<file path="src/rtl/dcache_pkg.sv">
// rtl/dcache_pkg.sv - shared widths, FSM state and address field split for the data-cache miss controller
package dcache_pkg;

    localparam int ADDR_W    = 16;
    localparam int DATA_W    = 16;
    localparam int NWORDS    = 8;
    localparam int NBLOCKS   = 128;
    localparam int TAG_W     = 5;
    localparam int IDX_W     = 7;
    localparam int WRD_W     = 3;
    localparam int META_W    = 8;
    localparam int VALID_BIT = 7;

    typedef enum logic {IDLE, FILL} state_t;

    typedef struct packed {
        logic [TAG_W-1:0] tag;
        logic [IDX_W-1:0] idx;
        logic [WRD_W-1:0] wrd;
    } addr_f_t;

    // Takes the halfword address (byte address without bit 0).
    function automatic addr_f_t split_addr(input logic [ADDR_W-2:0] a);
        addr_f_t f;
        f.tag = a[ADDR_W-2 -: TAG_W];
        f.idx = a[ADDR_W-2-TAG_W -: IDX_W];
        f.wrd = a[WRD_W-1:0];
        return f;
    endfunction

endpackage

</file>
<file path="src/rtl/dcache_ctrl_if.sv">
// rtl/dcache_ctrl_if.sv - request, cache-array and memory signals between the controller and its surroundings
interface dcache_ctrl_if;
    import dcache_pkg::*;

    logic              req_valid;
    logic              req_we;
    logic [ADDR_W-1:0] req_addr;
    logic [DATA_W-1:0] req_wdata;
    logic [DATA_W-1:0] rdata;
    logic              stall;

    logic [DATA_W-1:0]  data_in;
    logic               data_we;
    logic [NBLOCKS-1:0] data_blockEn;
    logic [NWORDS-1:0]  wordEn;
    logic [DATA_W-1:0]  data_out;
    logic [META_W-1:0]  tag_in;
    logic               tag_we;
    logic [NBLOCKS-1:0] tag_blockEn;
    logic [META_W-1:0]  tag_out;

    logic              mem_en;
    logic              mem_wr;
    logic [ADDR_W-1:0] mem_addr;
    logic [DATA_W-1:0] mem_wdata;
    logic [DATA_W-1:0] mem_rdata;
    logic              mem_rvalid;

    modport master (
        output req_valid, req_we, req_addr, req_wdata, data_out, tag_out, mem_rdata, mem_rvalid,
        input  rdata, stall, data_in, data_we, data_blockEn, wordEn, tag_in, tag_we, tag_blockEn,
        input  mem_en, mem_wr, mem_addr, mem_wdata
    );

    modport slave (
        input  req_valid, req_we, req_addr, req_wdata, data_out, tag_out, mem_rdata, mem_rvalid,
        output rdata, stall, data_in, data_we, data_blockEn, wordEn, tag_in, tag_we, tag_blockEn,
        output mem_en, mem_wr, mem_addr, mem_wdata
    );

endinterface

</file>
<file path="src/rtl/onehot_dec.sv">
// rtl/onehot_dec.sv - binary to one-hot decoder, N select bits to 2^N outputs
module onehot_dec #(
    parameter int N = 3
) (
    input  logic [N-1:0]      i_sel,
    output logic [(1<<N)-1:0] o_onehot
);

    always_comb begin
        o_onehot        = '0;
        o_onehot[i_sel] = 1'b1;
    end

endmodule

</file>
<file path="src/rtl/dcache_ctrl.sv">
// rtl/dcache_ctrl.sv - direct-mapped, write-through/write-allocate data-cache controller with 8-word block fill
module dcache_ctrl
    import dcache_pkg::*;
(
    input  logic         clk,
    input  logic         rst,
    dcache_ctrl_if.slave bus
);

    localparam logic [WRD_W-1:0] LAST_WRD = '1;

    state_t             r_state;
    logic [WRD_W-1:0]   r_issue_cnt;
    logic [WRD_W-1:0]   r_ret_cnt;
    logic               r_issue_done;

    addr_f_t            w_f;
    logic               w_hit;
    logic               w_last_ret;
    logic [WRD_W-1:0]   w_word_sel;
    logic [NBLOCKS-1:0] w_block_en;
    logic [NWORDS-1:0]  w_word_en;
    logic               w_unused;

    assign w_f        = split_addr(bus.req_addr[ADDR_W-1:1]);
    assign w_hit      = bus.tag_out[VALID_BIT] & (bus.tag_out[TAG_W-1:0] == w_f.tag);
    assign w_last_ret = (r_state == FILL) & bus.mem_rvalid & (r_ret_cnt == LAST_WRD);
    // During a fill the word select follows the returning data, otherwise the request.
    assign w_word_sel = (r_state == FILL) ? r_ret_cnt : w_f.wrd;
    assign w_unused   = ^{bus.req_addr[0], bus.tag_out[META_W-2:TAG_W]};

    onehot_dec #(.N(IDX_W)) u_set_dec (
        .i_sel    (w_f.idx),
        .o_onehot (w_block_en)
    );

    onehot_dec #(.N(WRD_W)) u_word_dec (
        .i_sel    (w_word_sel),
        .o_onehot (w_word_en)
    );

    assign bus.data_blockEn = w_block_en;
    assign bus.tag_blockEn  = w_block_en;
    assign bus.wordEn       = w_word_en;

    always_ff @(posedge clk or negedge rst) begin
        if (!rst) begin
            r_state      <= IDLE;
            r_issue_cnt  <= '0;
            r_ret_cnt    <= '0;
            r_issue_done <= 1'b0;
        end else begin
            case (r_state)
                IDLE: begin
                    if (bus.req_valid && !w_hit) begin
                        r_state      <= FILL;
                        r_issue_cnt  <= '0;
                        r_ret_cnt    <= '0;
                        r_issue_done <= 1'b0;
                    end
                end
                FILL: begin
                    // Separate done flag keeps the 3-bit issue counter from wrapping to word 0.
                    if (!r_issue_done) begin
                        if (r_issue_cnt == LAST_WRD) r_issue_done <= 1'b1;
                        else                         r_issue_cnt  <= r_issue_cnt + 1'b1;
                    end
                    if (bus.mem_rvalid) begin
                        r_ret_cnt <= r_ret_cnt + 1'b1;
                        if (r_ret_cnt == LAST_WRD) r_state <= IDLE;
                    end
                end
                default: r_state <= IDLE;
            endcase
        end
    end

    // Outputs are decoded combinationally so hits cost no cycle; reset forces them all low.
    always_comb begin
        bus.stall     = 1'b0;
        bus.rdata     = '0;
        bus.data_in   = '0;
        bus.data_we   = 1'b0;
        bus.tag_in    = '0;
        bus.tag_we    = 1'b0;
        bus.mem_en    = 1'b0;
        bus.mem_wr    = 1'b0;
        bus.mem_addr  = '0;
        bus.mem_wdata = '0;
        if (rst) begin
            case (r_state)
                IDLE: begin
                    if (bus.req_valid) begin
                        if (!w_hit) begin
                            bus.stall = 1'b1;
                        end else if (bus.req_we) begin
                            bus.data_we   = 1'b1;
                            bus.data_in   = bus.req_wdata;
                            bus.mem_en    = 1'b1;
                            bus.mem_wr    = 1'b1;
                            bus.mem_addr  = bus.req_addr;
                            bus.mem_wdata = bus.req_wdata;
                        end else begin
                            bus.rdata = bus.data_out;
                        end
                    end
                end
                FILL: begin
                    bus.stall = 1'b1;
                    if (!r_issue_done) begin
                        bus.mem_en   = 1'b1;
                        bus.mem_addr = {w_f.tag, w_f.idx, r_issue_cnt, 1'b0};
                    end
                    if (bus.mem_rvalid) begin
                        bus.data_we = 1'b1;
                        bus.data_in = bus.mem_rdata;
                    end
                    if (w_last_ret) begin
                        bus.tag_we = 1'b1;
                        bus.tag_in = {1'b1, {(META_W-TAG_W-1){1'b0}}, w_f.tag};
                    end
                end
                default: ;
            endcase
        end
    end

endmodule

</file>
<file path="src/flat_wrapper.sv">
// flat-port wrapper written by rule: the top's interface ports become plain ports
module dcache_ctrl_flat import dcache_pkg::*;
  (clk, rst, bus_req_valid, bus_req_we, bus_req_addr, bus_req_wdata, bus_data_out, bus_tag_out, bus_mem_rdata, bus_mem_rvalid, bus_rdata, bus_stall, bus_data_in, bus_data_we, bus_data_blockEn, bus_wordEn, bus_tag_in, bus_tag_we, bus_tag_blockEn, bus_mem_en, bus_mem_wr, bus_mem_addr, bus_mem_wdata);
  dcache_ctrl_if bus_i ();
  input  logic clk;
  input  logic rst;
  input wire logic [$bits(bus_i.req_valid)-1:0] bus_req_valid;
  input wire logic [$bits(bus_i.req_we)-1:0] bus_req_we;
  input wire logic [$bits(bus_i.req_addr)-1:0] bus_req_addr;
  input wire logic [$bits(bus_i.req_wdata)-1:0] bus_req_wdata;
  input wire logic [$bits(bus_i.data_out)-1:0] bus_data_out;
  input wire logic [$bits(bus_i.tag_out)-1:0] bus_tag_out;
  input wire logic [$bits(bus_i.mem_rdata)-1:0] bus_mem_rdata;
  input wire logic [$bits(bus_i.mem_rvalid)-1:0] bus_mem_rvalid;
  output wire logic [$bits(bus_i.rdata)-1:0] bus_rdata;
  output wire logic [$bits(bus_i.stall)-1:0] bus_stall;
  output wire logic [$bits(bus_i.data_in)-1:0] bus_data_in;
  output wire logic [$bits(bus_i.data_we)-1:0] bus_data_we;
  output wire logic [$bits(bus_i.data_blockEn)-1:0] bus_data_blockEn;
  output wire logic [$bits(bus_i.wordEn)-1:0] bus_wordEn;
  output wire logic [$bits(bus_i.tag_in)-1:0] bus_tag_in;
  output wire logic [$bits(bus_i.tag_we)-1:0] bus_tag_we;
  output wire logic [$bits(bus_i.tag_blockEn)-1:0] bus_tag_blockEn;
  output wire logic [$bits(bus_i.mem_en)-1:0] bus_mem_en;
  output wire logic [$bits(bus_i.mem_wr)-1:0] bus_mem_wr;
  output wire logic [$bits(bus_i.mem_addr)-1:0] bus_mem_addr;
  output wire logic [$bits(bus_i.mem_wdata)-1:0] bus_mem_wdata;
  assign bus_i.req_valid = bus_req_valid;
  assign bus_i.req_we = bus_req_we;
  assign bus_i.req_addr = bus_req_addr;
  assign bus_i.req_wdata = bus_req_wdata;
  assign bus_i.data_out = bus_data_out;
  assign bus_i.tag_out = bus_tag_out;
  assign bus_i.mem_rdata = bus_mem_rdata;
  assign bus_i.mem_rvalid = bus_mem_rvalid;
  assign bus_rdata = bus_i.rdata;
  assign bus_stall = bus_i.stall;
  assign bus_data_in = bus_i.data_in;
  assign bus_data_we = bus_i.data_we;
  assign bus_data_blockEn = bus_i.data_blockEn;
  assign bus_wordEn = bus_i.wordEn;
  assign bus_tag_in = bus_i.tag_in;
  assign bus_tag_we = bus_i.tag_we;
  assign bus_tag_blockEn = bus_i.tag_blockEn;
  assign bus_mem_en = bus_i.mem_en;
  assign bus_mem_wr = bus_i.mem_wr;
  assign bus_mem_addr = bus_i.mem_addr;
  assign bus_mem_wdata = bus_i.mem_wdata;
  dcache_ctrl u_core (.clk(clk), .rst(rst), .bus(bus_i));
endmodule
</file>
<file path="config.mk">
export PLATFORM = sky130hd
export DESIGN_NAME = dcache_ctrl_flat
export DESIGN_NICKNAME = d
export VERILOG_FILES = /design/src/rtl/dcache_pkg.sv /design/src/rtl/dcache_ctrl_if.sv /design/src/rtl/onehot_dec.sv /design/src/rtl/dcache_ctrl.sv /design/src/flat_wrapper.sv
export SDC_FILE = /design/constraint.sdc
export NUM_CORES = 1
export LEC_CHECK = 0
export ABC_AREA = 1
export BUFFER_PORTS_ARGS = -buffer_cell sky130_fd_sc_hd__buf_2
export CAP_MARGIN = 40
export CORE_AREA = 8 8 156 158
export CTS_CLUSTER_SIZE = 12
export DETAILED_ROUTE_END_ITERATION = 8
export DIE_AREA = 0 0 164 166
export GPL_TIMING_DRIVEN = 0
export HOLD_SLACK_MARGIN = 0.06
export PLACE_DENSITY = 0.43
export SETUP_SLACK_MARGIN = 0.2
export SLEW_MARGIN = 20
export SYNTH_ARGS = -nofsm -noshare
export SYNTH_HDL_FRONTEND = slang
export SYNTH_SLANG_ARGS = --single-unit
</file>
<file path="constraint.sdc">
create_clock -name clk -period 2.67 [get_ports clk]
set_input_delay 0.534 -clock clk [delete_from_list [all_inputs] [get_ports clk]]
set_output_delay 0.534 -clock clk [all_outputs]
set_load 0.01 [all_outputs]
</file>
==> flow_summary.ini, run 1 <==
[drt]
first_iter_violations = 258
routed_via_density = 3.74
routed_wl_um = 20800
vias = 4647
antenna_left = 0
drc = 0
first_pass_iters = 4
post_drt_wl_per_cell_um = 16.8

[clock_network]
tritoncts = built
numCtsBuffers = 3
clkTransAtPathRegs_ps = 40
root_buffer = clkbuf_16
htree_num_levels = 1
cts.sinks = 8
clk_latency_ps = 230
postCtsHoldBufs = 0
cts_buffer_depth = 2

[placed_design]
dp.final_hpwl_um = 18600
dpl_worst_slack_ps = -40.9
portBuffers = 413
place_congestion = 0.834

[status]
run_status = completed

[power_and_ir_drop]
p_int_uw = 682
pwr-share-clk = 0.195
leakagePower_nw = 4.08
power.switching_uw = 584
comb_power_share = 0.638
power.density_nw_per_um2 = 220
switching_share = 0.461
peakVddDrop_mv = 0.539
p_seq_frac = 0.167
power.total_mw = 1.27

[worst_setup_path]
critical_path.reg2reg.endpoint = u_core.r_issue_cnt[0]
r2r-start = u_core.r_issue_cnt[0]
path_max_fanout = 10
crit_path_start = bus_req_addr[5]
critPathKind = in2out
reg2reg_depth = 6
cp-end-kind = output port
startpoint_type = input pin
cp-endpoint = bus_tag_blockEn[76]
cp_data_required_time_ps = 2140
r2r_slack_ps = 1360
arrival_ps = 1900

[grt]
grt_util_all_layers = 0.141
grt_max_degree = 11
overflow = 0
grt_pass1_wl_um = 29800
first_global_vias = 4456
antenna_found_initial = 0

[sta]
finalSetupViolations = 0
finalHoldViolations = 0
holdWs_ps = 140
fin_ws_ps = 239
fin_crit_ps = 2430
maxSlewViolCount = 0
clock_skew_ps = 0.127
fmax_ghz = 0.411
rsz0062_at_grt = true
fin_crit_sh = 0.911

[yosys]
yosysTopAreaCell = buf_4
synth.most_common_cell = nor2_1
synth_top_area_frac = 0.333
ys_top_cells_by_count = nor2_1 (175), buf_4 (133), nand2_1 (76), inv_1 (48), nand3_1 (29)
synth_edf_count = 0
yosysSeqAreaShare = 0.0667
synthTopCellsByArea = buf_4 (33%), nor2_1 (22%), nand2_1 (9.5%)
ys_warn_count = 0
syn_area_um2 = 3000
synthMuxAreaShare = 0
ys_seq_elements = 8
yosysUniqueCellTypes = 27
synthXorXnorAreaFrac = 0.00584
synthAdderAreaFrac = 0.0167
synth.avg_cell_area_um2 = 5.63
yosys.area_share.simple = 0.455
synth_compound_area_frac = 0.0258
synth_top_family_by_area = simple AND/OR/NAND/NOR gates
postSynthCellCount = 533
synth_async_sr_flop_share = 1.00
synth-main-ff-cell = dfrtp_1

[floorplan]
coreArea_um2 = 22100
die_area_um2 = 27200
pin_count = 418
rows = 55
start_util = 0.136
chipWidth_um = 164
die_h_um = 166

[worst_hold_path]
hold_path_class = in2async

[final_layout]
layout-drive-gt1-share = 0.648
nets = 1041
area_delta_synth_final_pct = 91.7
num_antenna_cells = 0
finalCoreUtilization = 0.261

[flow_run]
drv_cap = 0
[per-stage QoR]
| step | TNS [ps] | instances | cell area (um2) |
|---|---|---|---|
| 2_1_floorplan | 0 | 534 | 3010 |
| 3_3_place_gp | -143 | 1232 | 5430 |
| 3_5_place_dp | -132 | 1232 | 5430 |
| 4_1_cts | 0 | 1237 | 5580 |
| 5_1_grt | 0 | 1243 | 5760 |
| 6_report | 0 | 1243 | 5760 |
[power groups by stage]
| stage | Combinational, mW | Sequential (mW) | Clock, mW |
|---|---|---|---|
| global placement | 0.758 | 0.211 | 0 |
| detailed placement | 0.757 | 0.211 | 0 |
| finish | 0.807 | 0.212 | 0.247 |
| floorplan | 0.451 | 0.201 | 0 |
| CTS | 0.797 | 0.211 | 0.253 |
| global route | 0.914 | 0.218 | 0.261 |
[metal layers]
layer	GRT usage	vias up	wire length, um
li1	-	2343	-
met1	0.172	2102	8340
met2	0.263	186	10900
met3	0.0183	16	1410
met4	0.0154	0	231
met5	0	-	0
[flip-flops by register name (all words and copies together), names as in the netlist]
register and cells:
u_core.r_issue_cnt 3, u_core.r_ret_cnt 3, u_core.r_issue_done 1, u_core.r_state 1
[worst min path at each step]
| stage | slack, ps | end | startpoint |
|---|---|---|---|
| floorplan | 240 | u_core.r_issue_cnt[0] | rst |
| global placement | 410 | u_core.r_state | rst |
| detailed placement | 410 | u_core.r_state | rst |
| CTS | 170 | u_core.r_ret_cnt[1] | rst |
| global route | 140 | u_core.r_ret_cnt[1] | rst |
| finish | 140 | u_core.r_state | rst |
[critical path: stages]
cell	delay, ps
buf_2	150
inv_1	190
nand3_2	220
clkbuf_4	290
nor2_1	230
buf_4	150
buf_2	130
[timing repair]
item	4_1_cts	5_1_grt
hold endpoints to repair	0	0
pin swaps	3	7
endpoints found under the setup margin	142	130
setup buffers	2	6
resized for setup	19	35
[cell type report]
class / instances / area (um2)
Fill cell: 2567 / 16300
Clock buffer: 3 / 75.1
Tap cell: 285 / 357
Buffer: 147 / 1120
Multi-Input combinational cell: 329 / 1660
Inverter: 50 / 196
Timing Repair Buffer: 421 / 2140
Sequential cell: 8 / 200
[cell families (layout without fill, tap and decap cells)]
kind of cell | count (synthesis) | in the layout
adders and majority gates | 4 | 4
xor gates and xnor gates | 2 | 2
buffers and inverters | 197 | 621
and+or+nand+nor | 307 | 307
other | 1 | 2
AOI/OAI and AO/OA | 14 | 14
DFF | 8 | 8
[layout by cell type (no fill, tap or decap), drive strengths merged]
master	netlist	final
nor2	180	180
o21ai	7	7
a21oi	4	4
inv	50	49
clkbuf	8	9
nand2	81	81
clkinvlp	0	1
dfrtp	8	8
ha	4	4
o21bai	3	3
buf	139	562
nand4	1	1
nor3b	16	16
nand3	29	29
conb	1	2
xnor2	2	2
Note: power is estimated with default switching activity, not from simulation.
==> run 2, diff against run 1 <==
--- a/config.mk
+++ b/config.mk
@@ -8,13 +8,13 @@
 export ABC_AREA = 1
 export BUFFER_PORTS_ARGS = -buffer_cell sky130_fd_sc_hd__buf_2
 export CAP_MARGIN = 40
-export CORE_AREA = 8 8 156 158
+export CORE_AREA = 5 5 158 160
 export CTS_CLUSTER_SIZE = 12
 export DETAILED_ROUTE_END_ITERATION = 8
-export DIE_AREA = 0 0 164 166
+export DIE_AREA = 0 0 163 165
 export GPL_TIMING_DRIVEN = 0
 export HOLD_SLACK_MARGIN = 0.06
-export PLACE_DENSITY = 0.43
+export PLACE_DENSITY = 0.41
 export SETUP_SLACK_MARGIN = 0.2
 export SLEW_MARGIN = 20
 export SYNTH_ARGS = -nofsm -noshare
==> constraint.sdc (replaced) <==
create_clock -name clk -period 2.67 [get_ports clk]
set_input_delay 0.534 -clock clk [delete_from_list [all_inputs] [get_ports clk]]
set_output_delay 0.534 -clock clk [all_outputs]
set_load 0.02 [all_outputs]
==> run 2 against run 1 <==
Clock power about the same. Combinational power up 17%. Sequential power about the same. Setup slack worse by 53 ps. Clock-buffer cell count unchanged. Total power grew 11%. Non-clock buffer count unchanged. Critical path type is now reg2out.
==> flow_summary.ini, run 2 (synthesis results as in run 1) <==
[final_layout]
fillers = 2729
nets = 1041
area_delta_synth_final_pct = 97.5
multi_input_area_um2 = 1730
num_antenna_cells = 0
final_common_cell = buf_2
final-instance-count-excl-fill = 1277
layout-drive-gt1-share = 0.668
regArea_um2 = 200
largestRegisters = u_core.r_issue_cnt x3, u_core.r_ret_cnt x3
mostFrequentLayoutCells = buf_2 (404), nor2_1 (155), buf_4 (149), nand2_1 (67), inv_1 (43)

[worst_hold_path]
hold_path_class = in2async

[clock_network]
tritoncts = built
clk_latency_ps = 230
clkTransAtPathRegs_ps = 40
htree_num_levels = 1
numCtsBuffers = 3
cts_buffer_depth = 2
cts.sinks = 8
postCtsHoldBufs = 0
root_buffer = clkbuf_16

[drt]
post_drt_wl_per_cell_um = 15.7
drc = 0
first_pass_iters = 4
routed_wl_um = 20000
vias = 4623
first_iter_violations = 243
antenna_left = 0
routed_via_density = 3.62

[sta]
maxSlewViolCount = 0
fin_crit_sh = 0.930
finalHoldViolations = 0
finalSetupViolations = 0
rsz0062_at_grt = true
fmax_ghz = 0.403
fin_crit_ps = 2480
holdWs_ps = 138
clock_skew_ps = 0.893

[floorplan]
rows = 56
start_util = 0.129
die_area_um2 = 26900
chipWidth_um = 163
coreArea_um2 = 23300
pin_count = 418
die_h_um = 165

[worst_setup_path]
cp_top_family = simple AND/OR/NAND/NOR gates
startpoint_type = flip-flop
critPathKind = reg2out
cp_data_required_time_ps = 2140
arrival_ps = 1950
cp-end-kind = output port
crit_path_max_incr_delay_ps = 370
slowest_stage = nor2_1
cp.buffers_inverters = 4
path_max_fanout = 10
path_cells = buf_6 > nand2_1 > inv_1 > nand2_1 > nor2_1 > inv_1 > nor2_1 > buf_2

[placed_design]
dp.final_hpwl_um = 17500
numPlacedInstances = 1266
place_congestion = 0.841
portBuffers = 413

[power_and_ir_drop]
power.density_nw_per_um2 = 237
peakVddDrop_mv = 0.362
leakagePower_nw = 4.09
power.total_mw = 1.41

[grt]
antenna_found_initial = 0
first_global_vias = 4310
grt_max_degree = 11
grt_util_all_layers = 0.129
grt_pass1_wl_um = 27000
overflow = 0

[status]
run_status = completed

[flow_run]
drv_cap = 0
==> run 2: cell count changes in the layout (fill, tap and decap cells not counted), moves of 6 or more <==
cell     before  now
nor2_2       10   22
nor2_1      165  155
nand3_4       0    6
buf_4       142  149
buf_2       414  404
==> run 2: layer usage <==
metal  track usage  routed length, um
met1         0.169               8130
met3        0.0142               1250
met5             0                  0
met4        0.0122                129
met2         0.236              10500
==> run 2: cell type report <==
class | count | share of cell area
clock buffers | 3 | 0.0127
repair buffers | 421 | 0.369
inverters | 50 | 0.0344
multi-input cells | 329 | 0.292
flip-flops and latches | 8 | 0.0338
plain buffers | 147 | 0.191
well taps | 319 | 0.0673
==> run 2: final timing paths <==
path | from | end | slack, ps | cells past startpoint
min reg2reg | u_core.r_ret_cnt[0] | u_core.r_ret_cnt[0] | 530 | 1
min | rst | u_core.r_ret_cnt[1] | 140 | 1
min in group clk | u_core.r_ret_cnt[0] | u_core.r_ret_cnt[0] | 530 | 1
max reg2reg | u_core.r_issue_cnt[0] | u_core.r_issue_cnt[0] | 1330 | 6
max | u_core.r_state | bus_tag_in[1] | 190 | 8
max in group asynchronous | rst | u_core.r_state | 2380 | 1
==> run 2: power breakdown <==
part	internal, mW	total, mW	switching (mW)
clock network	0.193	0.250	0.0570
registers	0.171	0.210	0.0394
logic	0.342	0.947	0.606
==> run 2: metrics by stage <==
step	util	setup slack [ps]	instance area, um2	setup TNS, ps
5_1_grt	0.255	67.4	5930	0
3_3_place_gp	0.235	-83.8	5470	-453
4_1_cts	0.242	123	5620	0
2_1_floorplan	-	515	3010	0
3_5_place_dp	0.235	-79.8	5470	-497
6_report	0.255	186	5930	0
==> run 2: repair_timing <==
item | CTS | global route
cloned | 0 | 1
endpoints found under the setup margin | 153 | 173
pin swaps | 0 | 4
gates resized for setup | 23 | 68
setup buffers | 1 | 6
==> run 3, diff against run 2 <==
--- a/config.mk
+++ b/config.mk
@@ -5,16 +5,16 @@
 export SDC_FILE = /design/constraint.sdc
 export NUM_CORES = 1
 export LEC_CHECK = 0
-export ABC_AREA = 1
+export ABC_CLOCK_PERIOD_IN_PS = 2670
 export BUFFER_PORTS_ARGS = -buffer_cell sky130_fd_sc_hd__buf_2
 export CAP_MARGIN = 40
-export CORE_AREA = 5 5 158 160
+export CORE_AREA = 5 5 159 161
 export CTS_CLUSTER_SIZE = 12
 export DETAILED_ROUTE_END_ITERATION = 8
-export DIE_AREA = 0 0 163 165
+export DIE_AREA = 0 0 164 166
 export GPL_TIMING_DRIVEN = 0
 export HOLD_SLACK_MARGIN = 0.06
-export PLACE_DENSITY = 0.41
+export PLACE_DENSITY = 0.4
 export SETUP_SLACK_MARGIN = 0.2
 export SLEW_MARGIN = 20
 export SYNTH_ARGS = -nofsm -noshare
==> run 3 against run 2 <==
Critical path depth grew 1. Global-route usage grew 1.4 points. Sequential cell count is the same. Routed wire length grew 5.6%. Clock-buffer cell count is the same. Via count grew 0.71%. Combinational power grew 31%. Critical endpoint is now bus_data_in[14]. Largest cell class unchanged. Largest power group unchanged.
==> flow_summary.ini, run 3 <==
[sta]
slew_headroom = 0.573
fmax_ghz = 0.389
maxSlewViolCount = 0
fin_crit_ps = 2570
clock_skew_ps = 2.47
finalHoldViolations = 0
fin_crit_sh = 0.964
worst_pin_slew_ps = 640
fin_setup_tns_ps = 0
rsz0062_at_grt = true
finalSetupViolations = 0

[yosys]
yosysTopAreaCell = buf_4
synth_edf_count = 0
ys_warn_count = 0
yosysUniqueCellTypes = 38
syn_area_um2 = 2880
postSynthCellCount = 467
synth.most_common_cell = nor2_1
synthTopCellsByArea = buf_4 (35%), nor2_1 (19%), and2_1 (7.8%)
synth_top_area_frac = 0.347
synth_async_sr_flop_share = 1.00
ys_seq_elements = 8
ys_top_cells_by_count = nor2_1 (149), buf_4 (133), and2_1 (36), nand2_1 (22)
yosysSeqAreaShare = 0.0696
synth-main-ff-cell = dfrtp_1
synth.avg_cell_area_um2 = 6.16

[clock_network]
cts.sinks = 8
clk_latency_ps = 230
root_buffer = clkbuf_16
numCtsBuffers = 3
clkTransAtPathRegs_ps = 40
cts_buffer_depth = 2
htree_num_levels = 1
tritoncts = built

[drt]
drc = 0
routed_wl_um = 21100
antenna_left = 0
first_pass_iters = 4
first_iter_violations = 120
vias = 4656
routed_via_density = 3.81
post_drt_wl_per_cell_um = 17.3

[final_layout]
final-instance-count-excl-fill = 1222
num_antenna_cells = 0
layout-drive-gt1-share = 0.749
regArea_um2 = 200
fillers = 2711
largestRegisters = u_core.r_issue_cnt x3, u_core.r_ret_cnt x3
area_delta_synth_final_pct = 126
nets = 981
multi_input_area_um2 = 2000
finalCoreUtilization = 0.273
mostFrequentLayoutCells = buf_2 (342), buf_4 (174), nor2_1 (114), buf_6 (40), nor2_4 (23)
final_common_cell = buf_2

[grt]
grt_pass1_wl_um = 30000
first_global_vias = 4790
overflow = 0
grt_util_all_layers = 0.143
antenna_found_initial = 0
grt_max_degree = 13

[floorplan]
pin_count = 418
start_util = 0.121
coreArea_um2 = 23800
chipWidth_um = 164
die_area_um2 = 27200
rows = 57
die_h_um = 166

[power_and_ir_drop]
power.total_mw = 1.74
power.density_nw_per_um2 = 268
leakagePower_nw = 3.99
peakVddDrop_mv = 0.252

[placed_design]
dp.final_hpwl_um = 17700
numPlacedInstances = 1202
place_congestion = 0.790
portBuffers = 410

[worst_setup_path]
cp_data_required_time_ps = 2140
cp-end-kind = output port
startpoint_type = input pin
path_max_fanout = 6
arrival_ps = 2040
critPathKind = in2out

[status]
run_status = completed

[flow_run]
drv_cap = 0

[worst_hold_path]
hold_path_class = in2async
run 3: cell count changes after synthesis, sizes merged, moves of 9 or more:
cell / delta
nor3b: -15
nand3: -19
nor2b: +16
nand2: -59
inv: -47
a22o: +15
and2: +37
nor2: -31
clkbuf: +9
run 3: power breakdown:
| part | leakage (nW) | internal, mW | switching (mW) |
|---|---|---|---|
| registers | 0.0958 | 0.183 | 0.0619 |
| clock network | 0.0370 | 0.193 | 0.0605 |
| logic | 3.86 | 0.492 | 0.748 |
run 3: cell families after synthesis:
kind of cell / synth area share
compound gates: 0.0748
xor+xnor: 0.0213
fa+ha+maj: 0.0174
buf+inv: 0.387
flops: 0.0696
mux: 0.0104
other cells: 0.00130
simple gates: 0.418
run 3: per-layer routing:
metal | vias to the layer above | share of wire | track usage
li1 | 2216 | - | -
met3 | 37 | 0.10 | 0.0385
met2 | 298 | 0.50 | 0.271
met4 | 0 | 0.039 | 0.0427
met1 | 2105 | 0.36 | 0.152
met5 | - | 0 | 0
run 3: layout make-up:
type / instances / share of cell area
Clock buffer: 3 / 0.0116
Sequential cell: 8 / 0.0308
Inverter: 3 / 0.00173
Multi-Input combinational cell: 302 / 0.308
Buffer: 155 / 0.191
Tap cell: 324 / 0.0624
Timing Repair Buffer: 427 / 0.394
run 3: final timing paths:
kind                                  startpoint  slack [ps]               endpoint  cells past startpoint
max in group asynchronous                    rst        2390    u_core.r_ret_cnt[1]                      1
setup reg to reg           u_core.r_issue_cnt[0]         950  u_core.r_issue_cnt[1]                      5
hold reg to reg              u_core.r_issue_done         560    u_core.r_issue_done                      2
hold / removal                               rst         130    u_core.r_issue_done                      1
setup / recovery                  bus_tag_out[1]         100        bus_data_in[14]                      9
min in group clk             u_core.r_issue_done         560    u_core.r_issue_done                      2
run 3: worst max-delay path, cell delays in order:
cell	delay (ps)
buf_8	100
xor2_4	170
nor4_4	270
buf_6	150
and4_4	230
buf_8	140
buf_8	120
a22o_1	180
buf_6	130
run 3: repair_timing:
| action | in CTS | in global routing |
|---|---|---|
| setup endpoints to repair | 271 | 113 |
| endpoints found under the hold margin | 0 | 0 |
| gates cloned | 4 | 0 |
| pin swaps | 31 | 8 |
| hold buffers | 0 | 0 |
| gates resized for setup | 184 | 55 |
| setup buffers | 8 | 5 |
run 3: through the flow:
step                      cell area, um2  hold WS, ps  setup slack, ps
after global placement              5500          420             -584
after floorplan                     3040          238              180
after global routing                6500          141             31.4
after CTS                           6290          137             52.4
final                               6500          131             97.0
after detailed placement            5500          423             -611
